[src/rtl/ifetch_queue.sv]
// ifetch_queue: sequential instruction fetch into a DEPTH-entry {instr, pc} FIFO
// with credit-based request throttling and same-cycle branch-redirect flush.
// Optional build macro IFQ_STATS_EN adds saturating stat_fetched/stat_flushed counters.
module ifetch_queue #(
  parameter int unsigned      WIDTH    = 32,
  parameter int unsigned      DEPTH    = 4,
  parameter logic [WIDTH-1:0] RESET_PC = '0,
  parameter logic [WIDTH-1:0] PC_INC   = WIDTH'(4)
) (
  input  logic                         clk,
  input  logic                         reset,
  output logic [WIDTH-1:0]             imem_addr,
  output logic                         imem_req,
  input  logic [WIDTH-1:0]             imem_rdata,
  input  logic                         redirect_valid,
  input  logic [WIDTH-1:0]             redirect_pc,
  output logic                         out_valid,
  input  logic                         out_ready,
  output logic [WIDTH-1:0]             out_instr,
  output logic [WIDTH-1:0]             out_pc,
`ifdef IFQ_STATS_EN
  output logic [15:0]                  stat_fetched,
  output logic [15:0]                  stat_flushed,
`endif
  output logic [$clog2(DEPTH+1)-1:0]   out_count
);

  localparam int unsigned PTR_W = (DEPTH > 1) ? $clog2(DEPTH) : 1;
  localparam int unsigned CNT_W = $clog2(DEPTH + 1);

  logic [WIDTH-1:0] fetch_pc_q, fetch_pc_d;
  logic [WIDTH-1:0] pc_q, pc_d;
  logic             req_q, req_d;
  logic [CNT_W-1:0] count_q, count_d;
  logic [PTR_W-1:0] rd_ptr_q, rd_ptr_d;
  logic [PTR_W-1:0] wr_ptr_q, wr_ptr_d;
  logic [WIDTH-1:0] instr_mem_q [DEPTH];
  logic [WIDTH-1:0] instr_mem_d [DEPTH];
  logic [WIDTH-1:0] pc_mem_q    [DEPTH];
  logic [WIDTH-1:0] pc_mem_d    [DEPTH];

  logic [CNT_W:0]   outstanding_c;
  logic             push_c;
  logic             pop_c;

  // Fetch side: credit check, redirect bypass of the address, next sequential pc
  always_comb begin
    outstanding_c = {1'b0, count_q} + (CNT_W+1)'(req_q);
    imem_req      = !reset && (redirect_valid || (outstanding_c < (CNT_W+1)'(DEPTH)));
    imem_addr     = redirect_valid ? redirect_pc : fetch_pc_q;
    fetch_pc_d    = fetch_pc_q;
    if (imem_req) begin
      fetch_pc_d = imem_addr + PC_INC;
    end
    req_d = imem_req;
    pc_d  = imem_addr;
  end

  // Queue side: capture returning word, serve head, flush on redirect
  always_comb begin
    push_c      = req_q && !redirect_valid;
    out_valid   = (count_q != '0) && !redirect_valid;
    pop_c       = out_valid && out_ready;
    count_d     = count_q;
    rd_ptr_d    = rd_ptr_q;
    wr_ptr_d    = wr_ptr_q;
    instr_mem_d = instr_mem_q;
    pc_mem_d    = pc_mem_q;
    if (redirect_valid) begin
      count_d  = '0;
      rd_ptr_d = '0;
      wr_ptr_d = '0;
    end else begin
      if (push_c) begin
        instr_mem_d[wr_ptr_q] = imem_rdata;
        pc_mem_d[wr_ptr_q]    = pc_q;
        wr_ptr_d              = wr_ptr_q + PTR_W'(1);
      end
      if (pop_c) begin
        rd_ptr_d = rd_ptr_q + PTR_W'(1);
      end
      count_d = count_q + CNT_W'(push_c) - CNT_W'(pop_c);
    end
    out_instr = instr_mem_q[rd_ptr_q];
    out_pc    = pc_mem_q[rd_ptr_q];
    out_count = count_q;
  end

  // Control state registers with synchronous reset
  always_ff @(posedge clk) begin
    if (reset) begin
      fetch_pc_q <= RESET_PC;
      pc_q       <= RESET_PC;
      req_q      <= 1'b0;
      count_q    <= '0;
      rd_ptr_q   <= '0;
      wr_ptr_q   <= '0;
    end else begin
      fetch_pc_q <= fetch_pc_d;
      pc_q       <= pc_d;
      req_q      <= req_d;
      count_q    <= count_d;
      rd_ptr_q   <= rd_ptr_d;
      wr_ptr_q   <= wr_ptr_d;
    end
  end

  // Queue storage; contents are don't-care until written so no reset
  always_ff @(posedge clk) begin
    instr_mem_q <= instr_mem_d;
    pc_mem_q    <= pc_mem_d;
  end

  // Credit accounting must never allow a push into a full queue
  a_no_push_full: assert property (@(posedge clk) disable iff (reset)
    !(push_c && (count_q == CNT_W'(DEPTH))));

`ifdef IFQ_STATS_EN
  logic [15:0] stat_fetched_q, stat_fetched_d;
  logic [15:0] stat_flushed_q, stat_flushed_d;
  logic [16:0] flush_sum_c;

  // Saturating pop and flushed-word counters
  always_comb begin
    stat_fetched_d = stat_fetched_q;
    stat_flushed_d = stat_flushed_q;
    flush_sum_c    = 17'(stat_flushed_q) + 17'(outstanding_c);
    if (pop_c && (stat_fetched_q != 16'hFFFF)) begin
      stat_fetched_d = stat_fetched_q + 16'd1;
    end
    if (redirect_valid) begin
      stat_flushed_d = flush_sum_c[16] ? 16'hFFFF : flush_sum_c[15:0];
    end
    stat_fetched = stat_fetched_q;
    stat_flushed = stat_flushed_q;
  end

  // Statistics registers
  always_ff @(posedge clk) begin
    if (reset) begin
      stat_fetched_q <= '0;
      stat_flushed_q <= '0;
    end else begin
      stat_fetched_q <= stat_fetched_d;
      stat_flushed_q <= stat_flushed_d;
    end
  end
`endif

endmodule
[config.mk]
export PLATFORM = sky130hd
export DESIGN_NAME = ifetch_queue
export DESIGN_NICKNAME = d
export VERILOG_FILES = /design/src/rtl/ifetch_queue.sv
export SDC_FILE = /design/constraint.sdc
export NUM_CORES = 1
export LEC_CHECK = 0
export ABC_AREA = 1
export CORE_MARGIN = 5
export CORE_UTILIZATION = 40
export CTS_BUF_LIST = sky130_fd_sc_hd__clkbuf_4
export CTS_CLUSTER_DIAMETER = 120
export CTS_CLUSTER_SIZE = 30
export DETAILED_ROUTE_END_ITERATION = 8
export GPL_TIMING_DRIVEN = 0
export MAX_ROUTING_LAYER = met4
export PLACE_DENSITY = 0.58
export SYNTH_ARGS = -nofsm -noshare
export SYNTH_HDL_FRONTEND = slang
export SYNTH_SLANG_ARGS = --single-unit
[constraint.sdc]
create_clock -name clk -period 5.3 [get_ports clk]
set_input_delay 0.795 -clock clk [delete_from_list [all_inputs] [get_ports clk]]
set_output_delay 0.795 -clock clk [all_outputs]
set_load 0.02 [all_outputs]
---- Word level (Yosys, flattened, before mapping) ----
Cells that the tools add are included.
W data, S select, Z words.
word-level totals
  output and inout bits ................... 101
  word-level logic and storage cells ...... 49
  input port bits ......................... 68
  register bits ........................... 328
operators by class
  add/subtract/negate cells ............... 6
  bitwise gates (word level) .............. 3
  reduce and logical (&&, ||, !) cells .... 11
  $lt $le $gt $ge ......................... 4
  multiplexer cells ....................... 11
operators with widths
  kind                     count
  $bwmux W128              2
  $mux W32                 6
  $bmux W32 S2             2
  $demux W32 S2            1
  $add A32 B3 Y32 const B  1
  $ge A3 B3 Y1 const B     2
  $not A2 Y3               2
  $logic_and A1 B1 Y1      5
  $add A2 B1 Y2 const B    2
  $add A3 B1 Y4            1
  $lt A4 B3 Y1 const B     1
  $add A3 B1 Y3            1
  $lt A3 B1 Y1 const B     1
  $reduce_bool A3 Y1       1
  $sub A3 B1 Y3            1
  $logic_not A1 Y1         2
  $reduce_and A2 Y1        1
  $reduce_or A2 Y1         1
  $logic_or A1 B1 Y1       1
  $not A1 Y1               1

---- Longest topological paths before layout ----
  depth after elaboration ................. 6
  gate-level depth with buffers ........... 14
  gate-level depth less buffers ........... 13

---- Least setup slack after synthesis ----
Ideal clock, no wire load.
  path kind ............................... input port to flip-flop
  start point ............................. in redirect_valid
  end point ............................... reg instr_mem_q[0] (netlist name) (enable)
  path buffers ............................ 2
  data required time ...................... 4814 ps
  arrival time ............................ 3943 ps
  cell stages on the path ................. 5
  library setup time ...................... 486 ps
  path slack .............................. 871 ps
  path through ............................ buf_6 -> buf_4 -> nor2_1 -> inv_1 -> nor2_1
between the ends
  longest elaborated chain between the ends .. 3
  elaborated cells between the ends (all ways) .. 4
  those cells by class .................... bitwise: 1; reduce/logical: 3
ends and longest elaborated chain
  element                                 RTL line  text
  from (decl)                             15        input logic redirect_valid,
  $logic_not A1 Y1                        61        push_c = req_q && !redirect_valid;
  $logic_and A1 B1 Y1                     61
  $reduce_and A2 Y1 (no source line) (*)  --
  to (signal assigned)                    110       instr_mem_q <= instr_mem_d;
  to (decl)                               37        logic [WIDTH-1:0] instr_mem_q [DEPTH];
Mark *: on every way between the ends. The rest lies on a longest branch, timed or not.
A chain may end at the register's enable or synchronous reset.

---- Final worst setup path ----
  start point ............................. reg rd_ptr_q[0]
  end point ............................... out out_pc[21]
between the ends
  longest elaborated chain between the ends .. 4
ends and longest elaborated chain
  element                                       RTL line  text
  from (decl)                                   35        logic [PTR_W-1:0] rd_ptr_q, rd_ptr_d;
  from (signal assigned)                        103       rd_ptr_q <= rd_ptr_d;
  $not A2 Y3 (implied by the code)              85        out_pc = pc_mem_q[rd_ptr_q];
  $bmux W32 S2                                  85
  $mux W32 (implied by the code) (2 in series)  85
  to (decl)                                     20        output logic [WIDTH-1:0] out_pc,
Every way passes these cells. The select of a mux whose other input is x is not followed.

==> flow_metrics.py <==
metrics = {
    "sta": {
        "whs_ps": 475,
        "hold_violations": 0,
        "tightestPinTransition_ps": 754,
        "finalSetupTns_ps": 0,
        "max_freq_ghz": 0.233,
        "setup_viol": 0,
        "fin_crit_ps": 4290,
        "skew_ps": 36.8,
        "final-max-slew-violation-count": 0,
        "fin_ws_ps": 1010,
        "slew-limit-headroom": 0.496,
        "rsz0062_at_grt": "false",
        "fin_crit_sh": 0.809,
    },
    "grt": {
        "grtUsageTotal": 0.180,
        "grt_max_degree": 32,
        "antenna_found_initial": 1,
        "grt_pass1_vias": 8718,
        "grt_pass1_wl_mm": 49.9,
        "overflow": 0,
    },
    "pwr": {
        "p_clk_frac": 0.205,
        "sw_frac_of_total": 0.234,
        "pwr-share-comb": 0.113,
        "power.internal_mw": 3.24,
        "switchingPower_mw": 0.990,
        "power_density_nw_per_um2": 267,
        "ir_worst_vdd_mv": 0.128,
        "pwr-share-seq": 0.682,
        "leakagePower_nw": 5.60,
    },
    "die": {
        "die_w_um": 192,
        "core_um2": 32600,
        "dieHeight_um": 192,
        "pin_count": 169,
        "die_area_um2": 36900,
        "initial_core_util": 0.406,
        "row_count": 66,
    },
    "cells_and_area": {
        "area_growth_pct": 19.8,
        "fillers": 2976,
        "final_common_cell": "edfxtp_1",
        "final_cell_mix": "edfxtp_1, nor2_1, clkdlybuf4s50_1",
        "postLayoutCellArea_um2": 15900,
        "nets": 1441,
        "multi_input_area_um2": 3630,
        "seq_area_um2": 9130,
        "drive_gt1_frac": 0.103,
    },
    "worst_setup_path": {
        "r2r.worst_path.cells": 8,
        "arrival_ps": 3490,
        "worstSetupPathType": "reg -> out",
        "cp-start-kind": "register",
        "cp-endpoint": "out_pc[21]",
        "crit_path_start": "rd_ptr_q[0]",
        "crit_required_ps": 4510,
        "end_kind": "output pin",
        "reg2reg_to": "fetch_pc_q[20]",
        "reg2reg_from": "out_count[1]",
        "r2r_slack_ps": 3090,
        "cp_max_fo": 10,
    },
    "worst_hold_path": {
        "hold_class": "reg -> reg",
    },
    "placed_design": {
        "hpwl_mm": 23.0,
        "numPortBuffers": 168,
        "post-place-ws_ps": 1280,
        "place_area_um2": 15700,
        "gp_congestion": 0.870,
    },
    "logic_synthesis": {
        "netlist_area_um2": 13300,
        "yosysTopAreaCell": "edfxtp_1",
        "ys_seq_area_frac": 0.689,
        "synth_enable_flop_cells": 256,
        "syn-num-nets": 1249,
        "ys_warn_count": 0,
        "postSynthAreaPerCell_um2": 11.3,
        "ys_seq_elements": 328,
        "postSynthCellCount": 1172,
        "yosys-top-cells-area": "edfxtp_1, dfxtp_1, o21ai_0",
        "ys_types": 34,
        "synth-main-ff-cell": "edfxtp_1",
        "async_flop_share": 0,
        "synth_top_cell_area_share": 0.580,
    },
    "routing": {
        "wl_mm": 32.7,
        "dr.pass1.iters": 6,
        "first_iter_violations": 556,
        "drc": 0,
        "drtAntennaViolNets": 0,
        "via_count": 8892,
        "wl_per_cell_um": 18.0,
        "viasPerCell": 4.90,
    },
    "cts": {
        "cts_buffer_depth": 3,
        "cts_hold_buf": 0,
        "cts_buffers": 14,
        "cts_tree": "done",
        "h-tree-depth": 1,
        "clkSinkCount": 328,
        "insertion_delay_ps": 690,
        "cts_root_buf": "clkbuf_4",
        "cts_setup_buffers": 0,
        "clkTransAtPathRegs_ps": 290,
        "cts_resized": 0,
    },
    "run_status": {
        "outcome": "finished, final reports clean",
    },
    "flow_run": {
        "cap_violations": 0,
    },
}
==> how the worst min path moves through the flow <==
stage | startpoint | to | slack, ps | depth (start not counted)
floorplan | fetch_pc_q[4] | fetch_pc_q[4] | 430 | 2
global placement | fetch_pc_q[14] | fetch_pc_q[14] | 440 | 2
detailed placement | fetch_pc_q[18] | fetch_pc_q[18] | 440 | 2
CTS | fetch_pc_q[14] | fetch_pc_q[14] | 470 | 2
global route | pc_q[20] | pc_mem_q[84] | 480 | 0
finish | fetch_pc_q[31] | fetch_pc_q[31] | 480 | 2
==> critical path, stage by stage, from the launching register on <==
cell and delay [ps]:
dfxtp_1 530, buf_2 290, clkbuf_1 420, clkbuf_1 510
nor2_1 110, o22ai_1 290, clkdlybuf4s50_1 670
==> stage by stage <==
stage	util	cells	power (mW)
global placement	0.475	1782	3.42
global route	0.487	1815	4.42
CTS	0.487	1814	4.29
finish	0.487	1815	4.23
floorplan	-	1172	3.18
detailed placement	0.481	1790	3.42
==> power by group through the flow <==
stage          combinational [mW]  clock (mW)  sequential, mW
6_report                    0.479       0.869            2.88
3_3_place_gp                0.471           0            2.94
3_5_place_dp                0.482           0            2.94
5_1_grt                     0.520        1.01            2.89
4_1_cts                     0.485       0.917            2.88
2_1_floorplan               0.244           0            2.93
==> synthesized netlist by cell type (4+ instances only) <==
library cell	number
inv_2	5
nor2_1	188
o22ai_1	67
nand3_1	33
clkbuf_1	41
nand2_2	44
nor2_2	17
buf_2	6
nand2_1	155
dfxtp_1	72
xor2_1	5
ha_1	8
nand2_4	14
o21ai_0	144
nor2_4	7
o21ai_1	6
a21oi_1	17
inv_1	61
or2_2	4
edfxtp_1	256
==> flip-flops by register name (all words and copies together), names as in the netlist <==
| name | cells |
|---|---|
| fetch_pc_q | 32 |
| req_q | 1 |
| pc_mem_q | 128 |
| rd_ptr_q | 2 |
| out_count | 3 |
| wr_ptr_q | 2 |
| instr_mem_q | 128 |
| pc_q | 32 |
==> metal layers <==
metal	up-vias	share of wire	GRT usage
met1	4150	0.46	0.251
met5	-	0	-
li1	4426	-	-
met2	281	0.46	0.285
met3	35	0.053	0.0194
met4	0	0.023	0.0420
==> logic make-up (layout without fill, tap and decap cells) <==
kind of cell,count (synthesis),after routing,share of synthesized area
xor gates and xnor gates,5,5,0.00330
buffers and inverters,124,324,0.0395
other,0,1,0
DFF,328,328,0.689
AOI/OAI and AO/OA,240,240,0.0983
and+or+nand+nor,466,466,0.161
adders and majority gates,9,9,0.00906
==> final cells by class <==
cell class,count,share of cell area
tap,442,0.0348
buffer,56,0.0169
antenna,1,0.000158
inverter,68,0.0161
multi-input combinational,720,0.229
clock buffer,23,0.0109
clock inverter,1,0.000236
timing repair buffer,176,0.117
sequential,328,0.575
Note: power is estimated with default switching activity, not from simulation.
